<file path="config.mk">
export PLATFORM = sky130hd
export DESIGN_NAME = md_issue_ctrl_flat
export DESIGN_NICKNAME = d
export VERILOG_FILES = /design/src/rtl/md_issue_ctrl_pkg.sv /design/src/rtl/md_issue_ctrl_if.sv /design/src/rtl/md_wait_counter.sv /design/src/rtl/md_issue_ctrl.sv /design/src/flat_wrapper.sv
export SDC_FILE = /design/constraint.sdc
export NUM_CORES = 1
export LEC_CHECK = 0
export CAP_MARGIN = 30
export CORE_ASPECT_RATIO = 0.7
export CORE_MARGIN = 2
export CORE_UTILIZATION = 43
export CTS_CLUSTER_DIAMETER = 150
export DETAILED_ROUTE_END_ITERATION = 10
export GPL_TIMING_DRIVEN = 1
export PLACE_DENSITY = 0.85
export SYNTH_ARGS = -nofsm -noshare
export SYNTH_HDL_FRONTEND = slang
export SYNTH_SLANG_ARGS = --single-unit
</file>
<file path="constraint.sdc">
create_clock -name clock -period 8.4 [get_ports clock]
set_clock_uncertainty 0.15 [all_clocks]
set_input_delay 1.68 -clock clock [delete_from_list [all_inputs] [get_ports clock]]
set_output_delay 1.68 -clock clock [all_outputs]
set_load 0.01 [all_outputs]
</file>
<file path="src/rtl/md_issue_ctrl_pkg.sv">
// Shared types and defaults for the multdiv issue/writeback controller.
// State encoding is a plain logic vector so the constants stay legacy-compatible.
package md_issue_ctrl_pkg;

   localparam int unsigned REG_IDX_W = 5;

   localparam int unsigned RSTATUS_REG_DEF   = 30;
   localparam int unsigned MULT_EXC_CODE_DEF = 4;
   localparam int unsigned DIV_EXC_CODE_DEF  = 5;

   typedef logic [1:0] md_state_t;

   localparam md_state_t StIdle  = 2'd0;
   localparam md_state_t StIssue = 2'd1;
   localparam md_state_t StWait  = 2'd2;
   localparam md_state_t StWb    = 2'd3;

endpackage

</file>
<file path="src/rtl/md_issue_ctrl_if.sv">
// Upstream, multdiv and writeback signals of md_issue_ctrl.
// slave = controller side, master = surrounding pipeline / multdiv side.
interface md_issue_ctrl_if;
   import md_issue_ctrl_pkg::*;

   logic                 md_valid;
   logic                 md_is_div;
   logic [31:0]          md_opA;
   logic [31:0]          md_opB;
   logic [REG_IDX_W-1:0] md_rd;
   logic                 md_flush;
   logic                 md_ready;
   logic                 md_busy;
   logic                 ctrl_MULT;
   logic                 ctrl_DIV;
   logic [31:0]          md_operandA;
   logic [31:0]          md_operandB;
   logic [31:0]          data_result;
   logic                 data_exception;
   logic                 data_resultRDY;
   logic                 wb_valid;
   logic [REG_IDX_W-1:0] wb_reg;
   logic [31:0]          wb_data;
   logic                 md_timeout;

   modport slave (
      input  md_valid, md_is_div, md_opA, md_opB, md_rd, md_flush,
      input  data_result, data_exception, data_resultRDY,
      output md_ready, md_busy, ctrl_MULT, ctrl_DIV, md_operandA, md_operandB,
      output wb_valid, wb_reg, wb_data, md_timeout
   );

   modport master (
      output md_valid, md_is_div, md_opA, md_opB, md_rd, md_flush,
      output data_result, data_exception, data_resultRDY,
      input  md_ready, md_busy, ctrl_MULT, ctrl_DIV, md_operandA, md_operandB,
      input  wb_valid, wb_reg, wb_data, md_timeout
   );

endinterface

</file>
<file path="src/rtl/md_wait_counter.sv">
// Saturating up-counter with synchronous clear; used as the multdiv watchdog.
module md_wait_counter #(
   parameter int unsigned Width = 7
) (
   input  logic             clk_i,
   input  logic             rst_i,
   input  logic             clr_i,
   input  logic             en_i,
   output logic [Width-1:0] cnt_o
);

   logic [Width-1:0] cnt_d, cnt_q;

   always_comb begin
      cnt_d = cnt_q;
      if (clr_i) begin
         cnt_d = '0;
      end else if (en_i && (cnt_q != {Width{1'b1}})) begin
         cnt_d = cnt_q + 1'b1;
      end
   end

   always_ff @(posedge clk_i or posedge rst_i) begin
      if (rst_i) begin
         cnt_q <= '0;
      end else begin
         cnt_q <= cnt_d;
      end
   end

   assign cnt_o = cnt_q;

endmodule

</file>
<file path="src/rtl/md_issue_ctrl.sv">
// Issue/writeback controller for the multdiv unit: one op in flight, stall until done.
// Optional watchdog on the WAIT state is enabled with `define MD_WATCHDOG_EN.
module md_issue_ctrl
   import md_issue_ctrl_pkg::*;
#(
   parameter int unsigned MAX_WAIT      = 64,
   parameter int unsigned RSTATUS_REG   = RSTATUS_REG_DEF,
   parameter int unsigned MULT_EXC_CODE = MULT_EXC_CODE_DEF,
   parameter int unsigned DIV_EXC_CODE  = DIV_EXC_CODE_DEF
) (
   input  logic           clock,
   input  logic           reset,
   md_issue_ctrl_if.slave bus
);

   md_state_t            state_d, state_q;
   logic [31:0]          opa_d, opa_q;
   logic [31:0]          opb_d, opb_q;
   logic                 is_div_d, is_div_q;
   logic [REG_IDX_W-1:0] rd_d, rd_q;
   logic [31:0]          result_d, result_q;
   logic                 exc_d, exc_q;
   logic                 timeout_d, timeout_q;
   logic                 wd_expire;

`ifdef MD_WATCHDOG_EN
   localparam int unsigned CntW = $clog2(MAX_WAIT + 1);
   logic [CntW-1:0] wait_cnt;

   // Counts 1 in the first WAIT cycle, so expiry lands on WAIT cycle MAX_WAIT.
   md_wait_counter #(
      .Width (CntW)
   ) u_wait_cnt (
      .clk_i (clock),
      .rst_i (reset),
      .clr_i (state_q == StIdle),
      .en_i  ((state_q == StIssue) || (state_q == StWait)),
      .cnt_o (wait_cnt)
   );

   assign wd_expire      = (state_q == StWait) && (wait_cnt == CntW'(MAX_WAIT));
   assign bus.md_timeout = (state_q == StWb) && timeout_q;
`else
   assign wd_expire      = 1'b0;
   assign bus.md_timeout = 1'b0;
`endif

   always_comb begin
      state_d   = state_q;
      opa_d     = opa_q;
      opb_d     = opb_q;
      is_div_d  = is_div_q;
      rd_d      = rd_q;
      result_d  = result_q;
      exc_d     = exc_q;
      timeout_d = timeout_q;
      unique case (state_q)
         StIdle: begin
            if (bus.md_valid && !bus.md_flush) begin
               opa_d     = bus.md_opA;
               opb_d     = bus.md_opB;
               is_div_d  = bus.md_is_div;
               rd_d      = bus.md_rd;
               timeout_d = 1'b0;
               state_d   = StIssue;
            end
         end
         // RDY here belongs to an earlier, flushed op.
         StIssue: state_d = bus.md_flush ? StIdle : StWait;
         StWait: begin
            if (bus.md_flush) begin
               state_d = StIdle;
            end else if (bus.data_resultRDY) begin
               result_d  = bus.data_result;
               exc_d     = bus.data_exception;
               timeout_d = 1'b0;
               state_d   = StWb;
            end else if (wd_expire) begin
               exc_d     = 1'b1;
               timeout_d = 1'b1;
               state_d   = StWb;
            end
         end
         StWb:    state_d = StIdle;
         default: state_d = StIdle;
      endcase
   end

   always_ff @(posedge clock or posedge reset) begin
      if (reset) begin
         state_q   <= StIdle;
         opa_q     <= '0;
         opb_q     <= '0;
         is_div_q  <= 1'b0;
         rd_q      <= '0;
         result_q  <= '0;
         exc_q     <= 1'b0;
         timeout_q <= 1'b0;
      end else begin
         state_q   <= state_d;
         opa_q     <= opa_d;
         opb_q     <= opb_d;
         is_div_q  <= is_div_d;
         rd_q      <= rd_d;
         result_q  <= result_d;
         exc_q     <= exc_d;
         timeout_q <= timeout_d;
      end
   end

   assign bus.md_ready    = (state_q == StIdle);
   assign bus.md_busy     = (state_q != StIdle);
   assign bus.ctrl_MULT   = (state_q == StIssue) && !is_div_q;
   assign bus.ctrl_DIV    = (state_q == StIssue) && is_div_q;
   assign bus.md_operandA = opa_q;
   assign bus.md_operandB = opb_q;

   always_comb begin
      bus.wb_valid = 1'b0;
      bus.wb_reg   = '0;
      bus.wb_data  = '0;
      if (state_q == StWb) begin
         if (exc_q) begin
            bus.wb_valid = 1'b1;
            bus.wb_reg   = REG_IDX_W'(RSTATUS_REG);
            bus.wb_data  = is_div_q ? 32'(DIV_EXC_CODE) : 32'(MULT_EXC_CODE);
         end else begin
            bus.wb_valid = (rd_q != '0);
            bus.wb_reg   = rd_q;
            bus.wb_data  = result_q;
         end
      end
   end

endmodule

</file>
<file path="src/flat_wrapper.sv">
// flat-port wrapper written by rule: the top's interface ports become plain ports
module md_issue_ctrl_flat import md_issue_ctrl_pkg::*;
#(
   parameter int unsigned MAX_WAIT      = 64,
   parameter int unsigned RSTATUS_REG   = RSTATUS_REG_DEF,
   parameter int unsigned MULT_EXC_CODE = MULT_EXC_CODE_DEF,
   parameter int unsigned DIV_EXC_CODE  = DIV_EXC_CODE_DEF
)
  (clock, reset, bus_md_valid, bus_md_is_div, bus_md_opA, bus_md_opB, bus_md_rd, bus_md_flush, bus_data_result, bus_data_exception, bus_data_resultRDY, bus_md_ready, bus_md_busy, bus_ctrl_MULT, bus_ctrl_DIV, bus_md_operandA, bus_md_operandB, bus_wb_valid, bus_wb_reg, bus_wb_data, bus_md_timeout);
  md_issue_ctrl_if bus_i ();
  input  logic clock;
  input  logic reset;
  input wire logic [$bits(bus_i.md_valid)-1:0] bus_md_valid;
  input wire logic [$bits(bus_i.md_is_div)-1:0] bus_md_is_div;
  input wire logic [$bits(bus_i.md_opA)-1:0] bus_md_opA;
  input wire logic [$bits(bus_i.md_opB)-1:0] bus_md_opB;
  input wire logic [$bits(bus_i.md_rd)-1:0] bus_md_rd;
  input wire logic [$bits(bus_i.md_flush)-1:0] bus_md_flush;
  input wire logic [$bits(bus_i.data_result)-1:0] bus_data_result;
  input wire logic [$bits(bus_i.data_exception)-1:0] bus_data_exception;
  input wire logic [$bits(bus_i.data_resultRDY)-1:0] bus_data_resultRDY;
  output wire logic [$bits(bus_i.md_ready)-1:0] bus_md_ready;
  output wire logic [$bits(bus_i.md_busy)-1:0] bus_md_busy;
  output wire logic [$bits(bus_i.ctrl_MULT)-1:0] bus_ctrl_MULT;
  output wire logic [$bits(bus_i.ctrl_DIV)-1:0] bus_ctrl_DIV;
  output wire logic [$bits(bus_i.md_operandA)-1:0] bus_md_operandA;
  output wire logic [$bits(bus_i.md_operandB)-1:0] bus_md_operandB;
  output wire logic [$bits(bus_i.wb_valid)-1:0] bus_wb_valid;
  output wire logic [$bits(bus_i.wb_reg)-1:0] bus_wb_reg;
  output wire logic [$bits(bus_i.wb_data)-1:0] bus_wb_data;
  output wire logic [$bits(bus_i.md_timeout)-1:0] bus_md_timeout;
  assign bus_i.md_valid = bus_md_valid;
  assign bus_i.md_is_div = bus_md_is_div;
  assign bus_i.md_opA = bus_md_opA;
  assign bus_i.md_opB = bus_md_opB;
  assign bus_i.md_rd = bus_md_rd;
  assign bus_i.md_flush = bus_md_flush;
  assign bus_i.data_result = bus_data_result;
  assign bus_i.data_exception = bus_data_exception;
  assign bus_i.data_resultRDY = bus_data_resultRDY;
  assign bus_md_ready = bus_i.md_ready;
  assign bus_md_busy = bus_i.md_busy;
  assign bus_ctrl_MULT = bus_i.ctrl_MULT;
  assign bus_ctrl_DIV = bus_i.ctrl_DIV;
  assign bus_md_operandA = bus_i.md_operandA;
  assign bus_md_operandB = bus_i.md_operandB;
  assign bus_wb_valid = bus_i.wb_valid;
  assign bus_wb_reg = bus_i.wb_reg;
  assign bus_wb_data = bus_i.wb_data;
  assign bus_md_timeout = bus_i.md_timeout;
  md_issue_ctrl #(.MAX_WAIT(MAX_WAIT), .RSTATUS_REG(RSTATUS_REG), .MULT_EXC_CODE(MULT_EXC_CODE), .DIV_EXC_CODE(DIV_EXC_CODE)) u_core (.clock(clock), .reset(reset), .bus(bus_i));
endmodule
</file>
# Word level (Yosys, flattened, before mapping)
# Index checks and enable logic that the tools add are counted.
[totals]
reg_bits = 105
wordCells = 36
[op_classes]
n_mux = 12
bitwise = 1
n_eq_ne = 5
n_reduce_logical = 11
[ops]
columns = ["cell", "count"]
rows = [
  ["$mux 32", 2],
  ["$mux 5", 2],
  ["$mux 2", 4],
  ["$pmux 2 s4", 1],
  ["$reduce_bool 5->1", 1],
  ["$eq 2x2->1 const B", 2],
  ["$reduce_and 2->1", 2],
  ["$logic_and 1x1->1", 3],
  ["$mux 1", 3],
  ["$ne 3x3->1 const B", 1],
  ["$reduce_and 3->1", 1],
  ["$eq 2x1->1 const B", 1],
  ["$logic_not 1->1", 2],
  ["$logic_not 2->1", 1],
  ["$ne 2x1->1 const B", 1],
  ["$reduce_bool 2->1", 1],
  ["$not 1->1", 1],
]

# Longest topological paths before layout
# Gate-level depths: netlist of run 1.
[logic_depth]
depth_word = 4
mapped_depth = 5

# Least setup slack after synthesis of run 1
# OpenSTA, ideal clock, no wires.
[synth_path]
kind = "input -> register"
startpoint = "input port bus_md_flush"
endpoint = "register u_core.opb_q[14] (netlist: u_core.bus.md_operandB[14])"
required_ps = 8125
stages = 3
n_path_buf = 1
t_arrival_ps = 2718
setup_slack_ps = 5408
path_cell_list = "nor4b_4 -> buf_6 -> mux2_2"
[synth_via]
elab_chain_cells = 3
[synth_lines]
columns = ["element", "line_no", "source"]
rows = [
  ["start, declared", "flat_wrapper.sv:18", "input wire logic [$bits(bus_i.md_flush)-1:0] bus_md_flush;"],
  ["$logic_not 1->1", "md_issue_ctrl.sv:59", "if (bus.md_valid && !bus.md_flush) begin"],
  ["$logic_and 1x1->1", "md_issue_ctrl.sv:59", ""],
  ["$reduce_and 2->1 (no line)", "--", ""],
  ["end signal, assigned", "md_issue_ctrl.sv:102", "opb_q <= opb_d;"],
  ["end, declared", "md_issue_ctrl.sv:18", "logic [31:0] opb_d, opb_q;"],
]
# No other way between the ends.
# A chain may end at the register's enable or synchronous reset.

# Worst setup path after layout of run 1
[layout_path]
startpoint = "register u_core.state_q[0]"
endpoint = "output port bus_wb_data[21]"
[layout_via]
elab_chain_cells = 2
[layout_lines]
columns = ["element", "line_no", "source"]
rows = [
  ["start, declared", "md_issue_ctrl.sv:16", "md_state_t state_d, state_q;"],
  ["start signal, assigned", "md_issue_ctrl.sv:91", "state_q <= StIdle;"],
  ["start signal, assigned", "md_issue_ctrl.sv:100", "state_q <= state_d;"],
  ["$eq 2x2->1", "md_issue_ctrl.sv:122", "if (state_q == StWb) begin"],
  ["$mux 32", "md_issue_ctrl.sv:122", ""],
  ["end, declared", "flat_wrapper.sv:30", "output wire logic [$bits(bus_i.wb_data)-1:0] bus_wb_data;"],
]
# No other way between the ends.

==> results of run 1 <==
per-layer routing:
metal | up-vias | share of wire
li1 | 1398 | -
met3 | 13 | 0.12
met4 | 0 | 0.014
met1 | 1436 | 0.39
met2 | 129 | 0.47
met5 | - | 0
cells by family after synthesis:
| group | after synthesis | synth area share |
|---|---|---|
| multiplexers | 105 | 0.2746 |
| flip-flops | 105 | 0.6115 |
| AND/OR/NAND/NOR | 52 | 0.07426 |
| AO/OA/AOI/OAI | 1 | 0.001164 |
| buffers and inverters | 20 | 0.03553 |
| XOR/XNOR | 1 | 0.002039 |
| other | 1 | 0.0008728 |
state kept, by name, summed over array words and instances, names as in the netlist:
register                count
u_core.rd_q                 5
u_core.state_q              2
u_core.bus.md_operandA     32
u_core.exc_q                1
u_core.is_div_q             1
u_core.bus.md_operandB     32
u_core.result_q            32
final cells by class:
class                      instances  area (µm²)
fill                             680        2974
sequential                       105        2628
timing repair buffer             216        2155
multi-input combinational        160        1531
clock buffer                      12       246.5
tap                              128       160.2
clock inverter                     3       17.52
inverter                           2       10.01
synthesized netlist by cell type (all sizes together):
cell and n:
inv 2, buf 14, nor4 1, and2 31, clkbuf 4, nor3b 1, nand2 1, nor4bb 1
nor4b 1, nor2 12, nor3 1, conb 1, a21oi 1, xnor2 1, dfrtp 105, or2 1
mux2 103, and3b 2, mux2i 2
power by group through the flow:
stage	logic, µW	clock network [µW]	registers [µW]
after floorplan	191	0	767
after global placement	461	0	742
after detailed placement	475	0	753
after CTS	477	389	745
after global routing	504	416	767
final	469	377	743
how the worst max path moves through the flow:
stage,start,to,depth (start not counted),slack (ns)
final,u_core.state_q[0],bus_wb_data[21],3,4.09
after global placement,u_core.state_q[0],bus_wb_data[31],3,4.46
after global routing,u_core.state_q[1],bus_wb_data[11],3,3.89
after detailed placement,bus_md_flush,u_core.bus.md_operandB[19],4,4.38
after floorplan,reset,u_core.bus.md_operandA[0],1,3.81
after CTS,u_core.state_q[0],bus_wb_data[21],3,4.02
stage by stage:
| step | instances | total power, µW | worst slack [ns] | hold slack (ns) | cell area, µm² |
|---|---|---|---|---|---|
| 6_report | 626 | 1590 | 4.090 | 0.3368 | 6748 |
| 5_1_grt | 626 | 1688 | 3.887 | 0.3591 | 6748 |
| 4_1_cts | 626 | 1611 | 4.019 | 0.3401 | 6748 |
| 3_5_place_dp | 611 | 1227 | 4.382 | 0.3290 | 6484 |
| 3_3_place_gp | 611 | 1204 | 4.458 | 0.3160 | 6484 |
| 2_1_floorplan | 285 | 957.9 | 3.809 | 0.3220 | 4297 |
==> flow_metrics.tcl, run 1 <==
set metrics [dict create \
    gr-usage-met1 0.2227 \
    cap_viol_max_count 0 \
    synth.distinct_cells 22 \
    cp_data_arrival_time_ns 2.48 \
    post_cts_resized 0 \
    wl_um 10150 \
    place_congestion 0.7271 \
    syn_avg_cell_area_um2 15.08 \
    slowest_stage "and3b_1" \
    min_path_type "reg -> reg" \
    min_to "u_core.bus.md_operandB[9]" \
    hp-start "u_core.bus.md_operandB[9]" \
    fin_tns_setup_ns 0 \
    overflow 0 \
    power_frac_comb 0.295 \
    netSwitchingFraction 0.2581 \
    critPathRequiredTime_ns 6.57 \
    worstMarginPinSlew_ns 0.8716 \
    grt_max_degree 71 \
    max_stage_delay_ns 0.79 \
    reg2reg_depth 3 \
    clk_latency_ns 0.33 \
    synth_area_um2 4297 \
    final_common_cell "clkdlybuf4s50_1" \
    clkPwrFrac 0.237 \
    ys.warnings.count 0 \
    ios 215 \
    first_global_vias 3137 \
    cts_buffers 9 \
    drt_iter0_drc 90 \
    die_h_um 87.64 \
    synth_seq_cells 105 \
    crit_chain "and3b_1, and2_1, clkdlybuf4s50_1" \
    dp_hpwl_um 7511 \
    peakVddDrop_mv 0.1389 \
    final_util 0.6941 \
    grt_pass1_wl_um 15880 \
    die_area_um2 10820 \
    cp-end-kind "output port" \
    met3_usage 0.1074 \
    rsz0062_at_grt "no" \
    start_kind "flip-flop" \
    via_per_inst 4.754 \
    grtUsageTotal 0.1934 \
    cts_setup_buffers 0 \
    yosysTopAreaCellShare 0.6115 \
    fmax_ghz 0.2320 \
    p_per_area_nw_per_um2 235.6 \
    final_cell_mix "clkdlybuf4s50_1, dfrtp_1, mux2_2, and2_1, nor2_1" \
    initial_utilization 0.4420 \
    min_path_cells 1 \
    portBuffers 213 \
    die_x_um 123.5 \
    cts_root_buf "clkbuf_16" \
    pwr-share-seq 0.467 \
    yosysTopAreaCell "dfrtp_1" \
    maxSlewHeadroom 0.4190 \
    critical_path.max_fanout 31 \
    drive_above_1_share 0.2349 \
    finalMaxSlewViolations 0 \
    drc 0 \
    ant_nets 0 \
    cts.sinks 105 \
    hold_buffers 0 \
    power_leakage_uw 0.002775 \
    critPathKind "reg -> out" \
    hold_viol 0 \
    syn_nets 393 \
    avgRoutedWirePerCell_um 16.22 \
    ys_top_cells_by_area "dfrtp_1, mux2_2, and2_1" \
    cpLargestDelayFamily "simple AND/OR/NAND/NOR gates" \
    setup_viol 0 \
    switchingPower_uw 410.4 \
    r2r-end "u_core.bus.md_operandB[19]" \
    status "complete, no violations" \
    post-route-period-util 0.5131 \
    h-tree-depth 3 \
    p_int_uw 1179 \
    area_growth_syn_to_layout_pct 57.05 \
    num_rows 30 \
    cp_num_buf_inv 1 \
    vias 2976 \
    cts_buffer_depth 2 \
    min_period_ns 4.310 \
    num-nets-final 602 \
    r2r_slack_ns 6.10 \
    firstDrtPassIters 4 \
    cts.clk_slew.worst_paths_ns 0.06 \
    cts_tree "yes" \
    ys_seq_area_frac 0.6115 \
    coreArea_um2 9722 \
    top_usage_layer "met2" \
    diodes 0 \
    synth_cells 285 \
    timing.rr.start "u_core.state_q[0]" \
    antenna_found_initial 0 \
    met2_usage 0.3147 \
]
No activity file was read; power rests on OpenSTA's default activity.
==> run 2, diff against run 1 <==
Settings changed: CORE_UTILIZATION 43 to 40, PLACE_DENSITY 0.85 to 0.8.
Clock period 8.4 ns to 4.2 ns, I/O delays scaled along.
==> flow_metrics.tcl, run 2 (synthesized netlist as in run 1, its figures left out) <==
set metrics [dict create \
    status "complete, no violations" \
    place_congestion 0.7697 \
    design_area_um2 6782 \
    power_frac_comb 0.296 \
    final_cell_mix "clkdlybuf4s50_1, dfrtp_1, mux2_2, and2_1, nor2_1" \
    netSwitchingFraction 0.2626 \
    hp-start "u_core.bus.md_operandA[5]" \
    ant_nets 0 \
    die_area_um2 11600 \
    reg2reg_depth 3 \
    via_per_inst 4.744 \
    grtUsageTotal 0.1886 \
    cts_setup_buffers 0 \
    clkPwrFrac 0.237 \
    coreArea_um2 10400 \
    num-nets-final 604 \
    grt_pass1_wl_um 16890 \
    rsz0062_at_grt "no" \
    multi_input_comb_area_um2 1531 \
    fmax_ghz 0.2890 \
    cp-end-kind "output port" \
    post_cts_resized 0 \
    p_int_uw 2349 \
    cts_buffers 9 \
    cts_tree "yes" \
    wl_um 10700 \
    initial_utilization 0.4133 \
    drt_iter0_drc 78 \
    avgRoutedWirePerCell_um 16.90 \
    hold_viol 0 \
    start_kind "flip-flop" \
    dp_cells 617 \
    cp_data_arrival_time_ns 2.47 \
    post-route-period-util 0.8238 \
    antenna_found_initial 0 \
    cap_viol_max_count 0 \
    critPathKind "reg -> out" \
    r2r-end "u_core.bus.md_operandB[8]" \
    h-tree-depth 3 \
    min_path_type "reg -> reg" \
    num_rows 31 \
    timing.rr.start "u_core.state_q[0]" \
    clk_latency_ns 0.33 \
    register_area_um2 2628 \
    fill_cells 759 \
    pwr-share-seq 0.468 \
    setup_ws_ns 0.7399 \
    vias 3003 \
    p_per_area_nw_per_um2 469.8 \
    diodes 0 \
    area_growth_syn_to_layout_pct 57.83 \
    critPathRequiredTime_ns 3.21 \
    die_h_um 90.72 \
    min_path_cells 1 \
    dp_hpwl_um 8067 \
    final_common_cell "clkdlybuf4s50_1" \
    drive_above_1_share 0.2395 \
    final_util 0.6524 \
    overflow 0 \
    cts_buffer_depth 2 \
    firstDrtPassIters 4 \
    r2r_slack_ns 2.24 \
    ios 215 \
    fin_tns_setup_ns 0 \
    hold_buffers 0 \
    min_period_ns 3.460 \
    min_to "u_core.bus.md_operandA[5]" \
    die_x_um 127.9 \
    cts_root_buf "clkbuf_16" \
    drc 0 \
    portBuffers 213 \
    cts.sinks 105 \
    critical_path.max_fanout 31 \
    first_global_vias 3242 \
    peakVddDrop_mv 0.3050 \
    grt_max_degree 71 \
    fin_cells 633 \
    switchingPower_uw 836.6 \
    cts.clk_slew.worst_paths_ns 0.07 \
    place_area_um2 6516 \
    place_ws_ns 1.083 \
    worstMarginPinSlew_ns 0.8638 \
    setup_viol 0 \
    maxSlewHeadroom 0.4242 \
    power_leakage_uw 0.002794 \
    finalMaxSlewViolations 0 \
]
## run 2: changes by cell type in the layout (fill, tap and decap cells not counted)
cell        previous run  this run
clkinv_4               0         2
buf_12                 0         1
buf_4                  3         4
clkinv_2               2         3
clkinvlp_4             1         0
clkbuf_8               1         0
## run 2: how the worst max path moves through the flow
stage	slack [ns]	end	startpoint
after floorplan	0.45	u_core.bus.md_operandA[0]	reset
after CTS	0.71	bus_wb_data[25]	u_core.state_q[0]
after global placement	1.19	bus_wb_data[25]	u_core.state_q[0]
after global routing	0.54	bus_wb_data[29]	u_core.state_q[0]
after detailed placement	1.08	bus_wb_data[25]	u_core.state_q[0]
final	0.74	bus_wb_data[29]	u_core.state_q[0]
## run 2: per-layer routing
metal | global-route usage | up-vias | routed length (µm)
li1 | - | 1387 | -
met1 | 0.2037 | 1466 | 3970
met2 | 0.3240 | 136 | 5317
met3 | 0.1031 | 14 | 1253
met4 | 0.04487 | 0 | 154
met5 | 0 | - | 0
## run 2: final cells by class
cell class,instances,share of cell area
Clock buffer,11,0.03432
Clock inverter,5,0.004797
Timing Repair Buffer,218,0.3218
Sequential cell,105,0.3875
Multi-Input combinational cell,160,0.2258
Tap cell,132,0.02435
Inverter,2,0.001476
## run 2: per-stage QoR
step | hold slack, ns | total power (µW)
finish | 0.3368 | 3186
global route | 0.3511 | 3375
CTS | 0.3437 | 3237
detailed placement | 0.3266 | 2466
global placement | 0.3158 | 2423
floorplan | 0.3220 | 1916
## run 2: critical path, stage by stage, from the launching register on
cell	delay, ns
dfrtp_1	0.56
and3b_1	0.79
and2_1	0.24
clkdlybuf4s50_1	0.53
## run 2: power groups by stage
stage | clock, µW | sequential, µW | combinational [µW]
finish | 754 | 1490 | 942
global route | 830 | 1530 | 1010
CTS | 783 | 1490 | 959
detailed placement | 0 | 1510 | 956
global placement | 0 | 1490 | 931
floorplan | 0 | 1530 | 381
==> run 3, diff against run 2 <==
Settings changed: CORE_UTILIZATION 40 to 36, PLACE_DENSITY 0.8 to 0.76.
Clock period 4.2 ns to 3.1 ns, I/O delays scaled along.
==> flow_metrics.tcl, run 3 (synthesized netlist as in run 1, its figures left out) <==
set metrics [dict create \
    avgRoutedWirePerCell_um 15.75 \
    h-tree-depth 3 \
    p_per_area_nw_per_um2 651.9 \
    start_kind "flip-flop" \
    cts_tree "yes" \
    cts.sinks 105 \
    r2r_slack_ns 1.13 \
    first_global_vias 3200 \
    cts_setup_buffers 0 \
    power_frac_comb 0.285 \
    status "complete, no violations" \
    min_period_ns 2.856 \
    pwr-share-seq 0.449 \
    wl_met2_um 4762 \
    netSwitchingFraction 0.2500 \
    diodes 0 \
    wl_met3_um 1087 \
    drc 0 \
    hold_slack_ns 0.3375 \
    cp_data_arrival_time_ns 2.09 \
    vias 2979 \
    die_x_um 134.6 \
    place_congestion 0.7100 \
    setup_viol 0 \
    critical_path.max_fanout 23 \
    grt_max_degree 106 \
    drt_iter0_drc 73 \
    num_rows 33 \
    crit_chain "and3b_2, buf_12, and2_1, clkdlybuf4s50_1" \
    coreArea_um2 11690 \
    startpoint "u_core.state_q[1]" \
    fill_cells 960 \
    finalMaxSlewViolations 0 \
    rsz0062_at_grt "no" \
    timing.rr.start "u_core.state_q[1]" \
    grtUsageTotal 0.1642 \
    final_util 0.5894 \
    cts_root_buf "clkbuf_16" \
    die_h_um 95.41 \
    min_path_cells 1 \
    multi_input_comb_area_um2 1533 \
    p_int_uw 3367 \
    r2r-end "u_core.result_q[31]" \
    cts.clk_slew.worst_paths_ns 0.07 \
    die_area_um2 12840 \
    cts_buffers 9 \
    clkPwrFrac 0.267 \
    firstDrtPassIters 4 \
    cts_buffer_depth 2 \
    area_growth_syn_to_layout_pct 60.28 \
    overflow 0 \
    cap_viol_max_count 0 \
    ios 215 \
    final_cell_mix "clkdlybuf4s50_1, dfrtp_1, mux2_2, and2_1, nor2_1" \
    hold_viol 0 \
    fmax_ghz 0.3501 \
    highest_layer "met4" \
    portBuffers 213 \
    crit_path_end "bus_wb_data[3]" \
    power_leakage_uw 0.002816 \
    cp-end-kind "output port" \
    wl_um 10350 \
    reg2reg_depth 3 \
    critPathKind "reg -> out" \
    drive_above_1_share 0.2400 \
    worstMarginPinSlew_ns 0.5904 \
    ant_nets 0 \
    clk_latency_ns 0.33 \
    register_area_um2 2628 \
    slowest_stage "dfrtp_1" \
    min_path_type "reg -> reg" \
    initial_utilization 0.3677 \
    drt-met1-wl_um 4364 \
    max_stage_delay_ns 0.54 \
    dp_hpwl_um 7502 \
    switchingPower_uw 1122 \
    antenna_found_initial 0 \
    maxSlewHeadroom 0.6064 \
    num-nets-final 604 \
    peakVddDrop_mv 0.4176 \
    critPathRequiredTime_ns 2.33 \
    grt_pass1_wl_um 16340 \
    fin_tns_setup_ns 0 \
    post-route-period-util 0.9214 \
    final_common_cell "clkdlybuf4s50_1" \
    via_per_inst 4.534 \
]
## run 3: changes by cell type in the layout (fill, tap and decap cells not counted), sizes merged
cell,previous run,this run
bufinv,0,2
clkinv,5,1
clkinvlp,0,1
clkbuf,11,12
inv,2,1
## run 3: power by group through the flow
stage                     logic (µW)  clock network, µW  registers, µW
after floorplan                  517                  0           2080
after global placement          1270                  0           2020
after detailed placement        1290                  0           2040
after CTS                       1300               1230           2020
after global routing            1380               1290           2070
final                           1280               1200           2020
## run 3: how the worst min path moves through the flow
stage,to,startpoint
floorplan,u_core.result_q[10],u_core.result_q[10]
global placement,u_core.bus.md_operandB[9],u_core.bus.md_operandB[9]
detailed placement,u_core.bus.md_operandB[13],u_core.bus.md_operandB[13]
CTS,u_core.bus.md_operandB[13],u_core.bus.md_operandB[13]
global route,u_core.bus.md_operandB[11],u_core.bus.md_operandB[11]
finish,u_core.bus.md_operandB[13],u_core.bus.md_operandB[13]
## run 3: critical path: cells and delay by family, from the launching register on
kind	cells	cell delay (ns)
and+or+nand+nor	2	0.51
DFF	1	0.54
buffers and inverters	2	0.70
## run 3: timing repair
item | 4_1_cts | 5_1_grt
setup endpoints to repair | 0 | 12
gates resized for setup | 0 | 1
hold buffers | 0 | 0
## run 3: layout make-up
| cell class | instances | area share |
|---|---|---|
| flip-flops and latches | 105 | 0.3815 |
| repair buffers | 218 | 0.3205 |
| multi-input cells | 160 | 0.2226 |
| clock buffers | 12 | 0.03579 |
| well taps | 157 | 0.02852 |
| clock inverters | 3 | 0.009448 |
| inverters | 2 | 0.001635 |
## run 3: metal layers
layer  track usage  vias to the layer above
met2        0.2636                      132
li1              -                     1388
met4       0.04211                        0
met3       0.08187                       13
met5             0                        -
met1        0.1987                     1446
## run 3: per-stage QoR
| step | std cells | cell area, µm² | total power [µW] | worst slack [ns] |
|---|---|---|---|---|
| 2_1_floorplan | 285 | 4300 | 2596 | 1.070 |
| 3_3_place_gp | 642 | 6574 | 3287 | 0.5505 |
| 3_5_place_dp | 642 | 6574 | 3333 | 0.4947 |
| 4_1_cts | 657 | 6885 | 4553 | 0.1251 |
| 5_1_grt | 657 | 6887 | 4741 | 0.09043 |
| 6_report | 657 | 6887 | 4490 | 0.2438 |
==> variant 1, RTL diff (flow settings as in run 3) <==
The option `MD_WATCHDOG_EN` is turned on by a define.
--- a/src/rtl/md_issue_ctrl.sv
+++ b/src/rtl/md_issue_ctrl.sv
@@ -1,4 +1,6 @@
 // Issue/writeback controller for the multdiv unit: one op in flight, stall until done.
 // Optional watchdog on the WAIT state is enabled with `define MD_WATCHDOG_EN.
+`define MD_WATCHDOG_EN
+
 module md_issue_ctrl
    import md_issue_ctrl_pkg::*;
Behaviour: same outputs for any inputs over 10 cycles, from zero or initial values and one cycle with reset high; that may be too few to reach the edited logic, so the function may still have changed.
==> variant 1 against run 3 <==
Sequential cell count is 8 higher. Setup slack worse by 48 ps. Final cell count is 12% higher. Via count is 15% higher. Area after synthesis is 11% higher. Final area is 11% higher. Die area is 10% higher. Routed wire length is 12% higher.
Power is not compared: it rests on default switching activity, and its combinational part moved more than twofold at a synthesized area within 25%.
==> variant 1: results (changes against run 3) <==
CTS
  – Max H-tree Level: 4 (was 3)
  – Worst skew pair latency: 390 ps (was 330 ps)
  – Cts bufs inserted: 17 (was 9)
  – Clock root cell: clkbuf_16 (unchanged)

Global routing
  – Vias in the first global route: 3749 (was 3200)
  – First-pass GRT wire length: 18900 um (was 16300 um)
  – GR Util met1: 0.203 (was 0.199)
  – Met3 Track Usage GR: 0.0692 (was 0.0819)
  – GRT met2 Usage: 0.284 (was 0.264)
  – Largest net degree at the start of global routing: 71 (was 106)
  – Initial antenna violation count: 0 (unchanged)

Setup path
  – Delay-heaviest family, CP: buffers and inverters (unchanged)
  – Worst-path fanout max: 31 (was 23)
  – RR Endpoint: u_core.bus.md_operandB[16] (was u_core.result_q[31])
  – Worst R2R Setup Slack: 1020 ps (was 1130 ps)
  – Worst Reg2Reg Path Length in Cells: 5 (was 3)
  – R2r startpoint: u_core.state_q[0] (was u_core.state_q[1])

Routing
  – Routed WL per cell: 15.9 um (was 15.8 um)
  – Met1 wire length: 4920 um (was 4360 um)
  – Met2 wire length: 5540 um (was 4760 um)
  – Detailed Route WL: 11600 um (was 10400 um)
  – Drt initial violations: 72 (was 73)
  – Vias: 3422 (was 2979)

Power and ir drop
  – Combinational power: 2680 uW
  – P_seq: 2580 uW

Cells and area
  – Nets: 670 (was 604)
  – Area growth syn-to-layout: 61.0% (was 60.3%)
  – # fillers: 1034 (was 960)
  – Ratio of cells with drive above 1 in the final layout: 0.256 (was 0.240)

Status
  – Status: finished, final reports clean (unchanged)

Yosys
  – XOR/XNOR Fraction of Synth Area: 0.00184 (was 0.00204)
  – Synth area leaders: dfrtp_1, mux2_2, and2_1 (unchanged)
  – Synth unique cells: 36 (was 22)
  – Post-synthesis mux area share: 0.250 (was 0.275)
  – Seq/Total Area, Yosys: 0.595 (was 0.612)
  – Net Count, Synth: 447 (was 393)
  – Post-synthesis compound-gate area fraction: 0.0327 (was 0.00116)
  – Commonest cells post-synth: dfrtp_1, mux2_2, and2_1 (unchanged)
  – Adder-Cell Fraction of Synth Area: 0.0184 (was 0)
  – Avg Inst Size Synth: 14.3 um2 (was 15.1 um2)

Place
  – Place WS: 582 ps (was 495 ps)
  – Cells after DPL: 702 (was 642)
  – DP Area: 0.00710 mm2 (was 0.00657 mm2)
  – DP HPWL: 8250 um (was 7500 um)
  – RD Place Congestion: 0.837 (was 0.710)
  – Port Buffers: 214 (was 213)

Timing
  – Hold slack final: 345 ps (was 337 ps)

Hold path
  – Hold Crit Start: u_core.result_q[26] (was u_core.bus.md_operandB[13])
  – WHS Endpoint: u_core.result_q[26] (was u_core.bus.md_operandB[13])
-- variant 1: area by class of cell --
class	instances	area share
Sequential cell	113	0.370
Timing Repair Buffer	220	0.291
Multi-Input combinational cell	195	0.237
Clock buffer	20	0.0597
Tap cell	166	0.0272
Clock inverter	11	0.0118
Inverter	8	0.00442
-- variant 1: how the worst max path moves through the flow --
| stage | from | endpoint | slack, ps | cells past startpoint |
|---|---|---|---|---|
| 2_1_floorplan | reset | u_core.bus.md_operandA[0] | 960 | 1 |
| 3_3_place_gp | u_core.state_q[0] | bus_wb_data[28] | 670 | 5 |
| 3_5_place_dp | u_core.state_q[0] | bus_wb_data[20] | 580 | 5 |
| 4_1_cts | u_core.state_q[0] | bus_wb_data[20] | 150 | 5 |
| 5_1_grt | u_core.state_q[0] | bus_wb_data[20] | 60 | 5 |
| 6_report | u_core.state_q[0] | bus_wb_data[20] | 200 | 5 |
==> variant 2, RTL diff (config.mk and constraints of run 3) <==
Without the edit above. `opa_q`, `opb_q`, `rd_q` and `result_q` no longer have a reset.
--- a/src/rtl/md_issue_ctrl.sv
+++ b/src/rtl/md_issue_ctrl.sv
@@ -90,21 +90,20 @@
       if (reset) begin
          state_q   <= StIdle;
-         opa_q     <= '0;
-         opb_q     <= '0;
          is_div_q  <= 1'b0;
-         rd_q      <= '0;
-         result_q  <= '0;
          exc_q     <= 1'b0;
          timeout_q <= 1'b0;
       end else begin
          state_q   <= state_d;
-         opa_q     <= opa_d;
-         opb_q     <= opb_d;
          is_div_q  <= is_div_d;
-         rd_q      <= rd_d;
-         result_q  <= result_d;
          exc_q     <= exc_d;
          timeout_q <= timeout_d;
       end
+   end
+
+   always_ff @(posedge clock) begin
+      opa_q    <= opa_d;
+      opb_q    <= opb_d;
+      rd_q     <= rd_d;
+      result_q <= result_d;
    end
 
Formal check against the unedited RTL: not equivalent (a bounded check fails within 4 cycles, from zero or initial values and one cycle with reset high).
==> variant 2 against run 3 <==
Area after synthesis fell by 17%. Global-route usage shrank 0.88 points. Final area decreased by 11%. Core utilization rose by 4.4 points. Setup slack got worse by 31 ps. Final cell count down 20%. Routed wire length decreased by 18%. Count of clock-buffer cells in the layout is 3 lower. Sequential cell count did not move. Critical path type unchanged. Critical endpoint is now bus_wb_reg[0]. Highest routed layer unchanged.
Power is not compared: it rests on default switching activity, and its combinational part moved more than twofold at a synthesized area within 25%.
==> variant 2: results (changes against run 3) <==
Status
  – Status: finished, final reports clean (unchanged)

Yosys
  – Commonest cells post-synth: edfxtp_1, and2_1, nor2_1 (was dfrtp_1, mux2_2, and2_1)
  – YS warnings: 0 (unchanged)
  – XOR/XNOR Fraction of Synth Area: 0.00245 (was 0.00204)
  – Post-synthesis mux area share: 0.0130 (was 0.275)
  – Post-synth EDFFs: 101 (was 0)
  – Seq/Total Area, Yosys: 0.878 (was 0.612)
  – Post-synthesis compound-gate area fraction: 0.00140 (was 0.00116)
  – Net Count, Synth: 281 (was 393)
  – Ys async rst share: 0.0381 (was 1.00)
  – Avg Inst Size Synth: 20.6 um2 (was 15.1 um2)
  – Synth area leaders: edfxtp_1, and2_1, dfrtp_1 (was dfrtp_1, mux2_2, and2_1)

Setup path
  – Worst Reg2Reg Path Length in Cells: 3 (unchanged)
  – Critical path capture point: bus_wb_reg[0] (was bus_wb_data[3])
  – RR Endpoint: u_core.is_div_q (was u_core.result_q[31])
  – Worst-path fanout max: 20 (was 23)
  – R2r startpoint: u_core.state_q[0] (was u_core.state_q[1])
  – Worst R2R Setup Slack: 1250 ps (was 1130 ps)

Routing
  – Drt initial violations: 109 (was 73)
  – Detailed Route WL: 8500 um (was 10400 um)
  – Met2 wire length: 4230 um (was 4760 um)
  – Metal3 WL: 1180 um (was 1090 um)
  – Vias: 2287 (was 2979)
  – Met1 wire length: 3040 um (was 4360 um)

Global routing
  – All-layer global routing usage: 0.155 (was 0.164)
  – Met3 Track Usage GR: 0.0897 (was 0.0819)
  – GRT met2 Usage: 0.265 (was 0.264)
  – First-pass GRT wire length: 12200 um (was 16300 um)
  – GR Util met1: 0.165 (was 0.199)

Cells and area
  – # fillers: 720 (was 960)
  – Ratio of cells with drive above 1 in the final layout: 0.0576 (was 0.240)
  – Nets: 502 (was 604)

CTS
  – Worst skew pair latency: 330 ps (about the same)
  – Clk buf depth: 2 (unchanged)

Hold path
  – Tightest Hold Check Type: in -> async (was reg -> reg)

Place
  – DP HPWL: 6530 um (was 7500 um)
  – RD Place Congestion: 0.709 (was 0.710)
## variant 2: cell types whose count changed in the layout (fill, tap and decap cells not counted), moves of 2 or more
cell              run 3  this run
dfrtp_1             105         4
edfxtp_1              0       101
mux2_2               97         0
mux2_1                6         1
buf_12                3         1
bufinv_16             2         0
clkbuf_1              2         0
## variant 2: through the flow
stage / utilization / setup slack [ps] / hold slack (ps) / cell area [um2]
after global placement: 0.605 / 513 / 403 / 5860
after detailed placement: 0.605 / 438 / 393 / 5860
after CTS: 0.633 / 67.9 / 321 / 6130
after floorplan: - / -495 / 236 / 3570
final: 0.633 / 212 / 330 / 6130
after global routing: 0.633 / 64.6 / 333 / 6130
## variant 2: timing repair
item                       CTS  global route
gates resized for setup      0             1
setup buffers                0             0
setup endpoints to repair    0            20
## variant 2: final cells by class
cell class              count  area (um2)  share of cell area
clock buffers               9         225              0.0367
inverters                   2        7.51             0.00122
clock inverters             7        46.3             0.00755
well taps                 128         160              0.0261
repair buffers            217        2170               0.355
flip-flops and latches    105        3130               0.511
multi-input cells          59         387              0.0630
## variant 2: worst min path at each step
stage,cells past startpoint,endpoint,slack [ps]
2_1_floorplan,1,u_core.exc_q,240
3_3_place_gp,1,u_core.is_div_q,400
3_5_place_dp,1,u_core.is_div_q,390
4_1_cts,2,u_core.is_div_q,320
5_1_grt,2,u_core.state_q[1],330
6_report,2,u_core.is_div_q,330
## variant 2: cell families after synthesis
logic type	after synthesis
compound gates	1
xor+xnor	1
buf+inv	9
flops	105
mux	4
other cells	1
simple gates	52
## variant 2: where the power goes
part           total [uW]  leakage (uW)  internal, uW  switching, uW
Sequential           1670      0.000978          1630           35.8
Clock                1020      0.000129           543            481
Combinational         365       0.00102           241            123
Total                3060       0.00213          2420            640
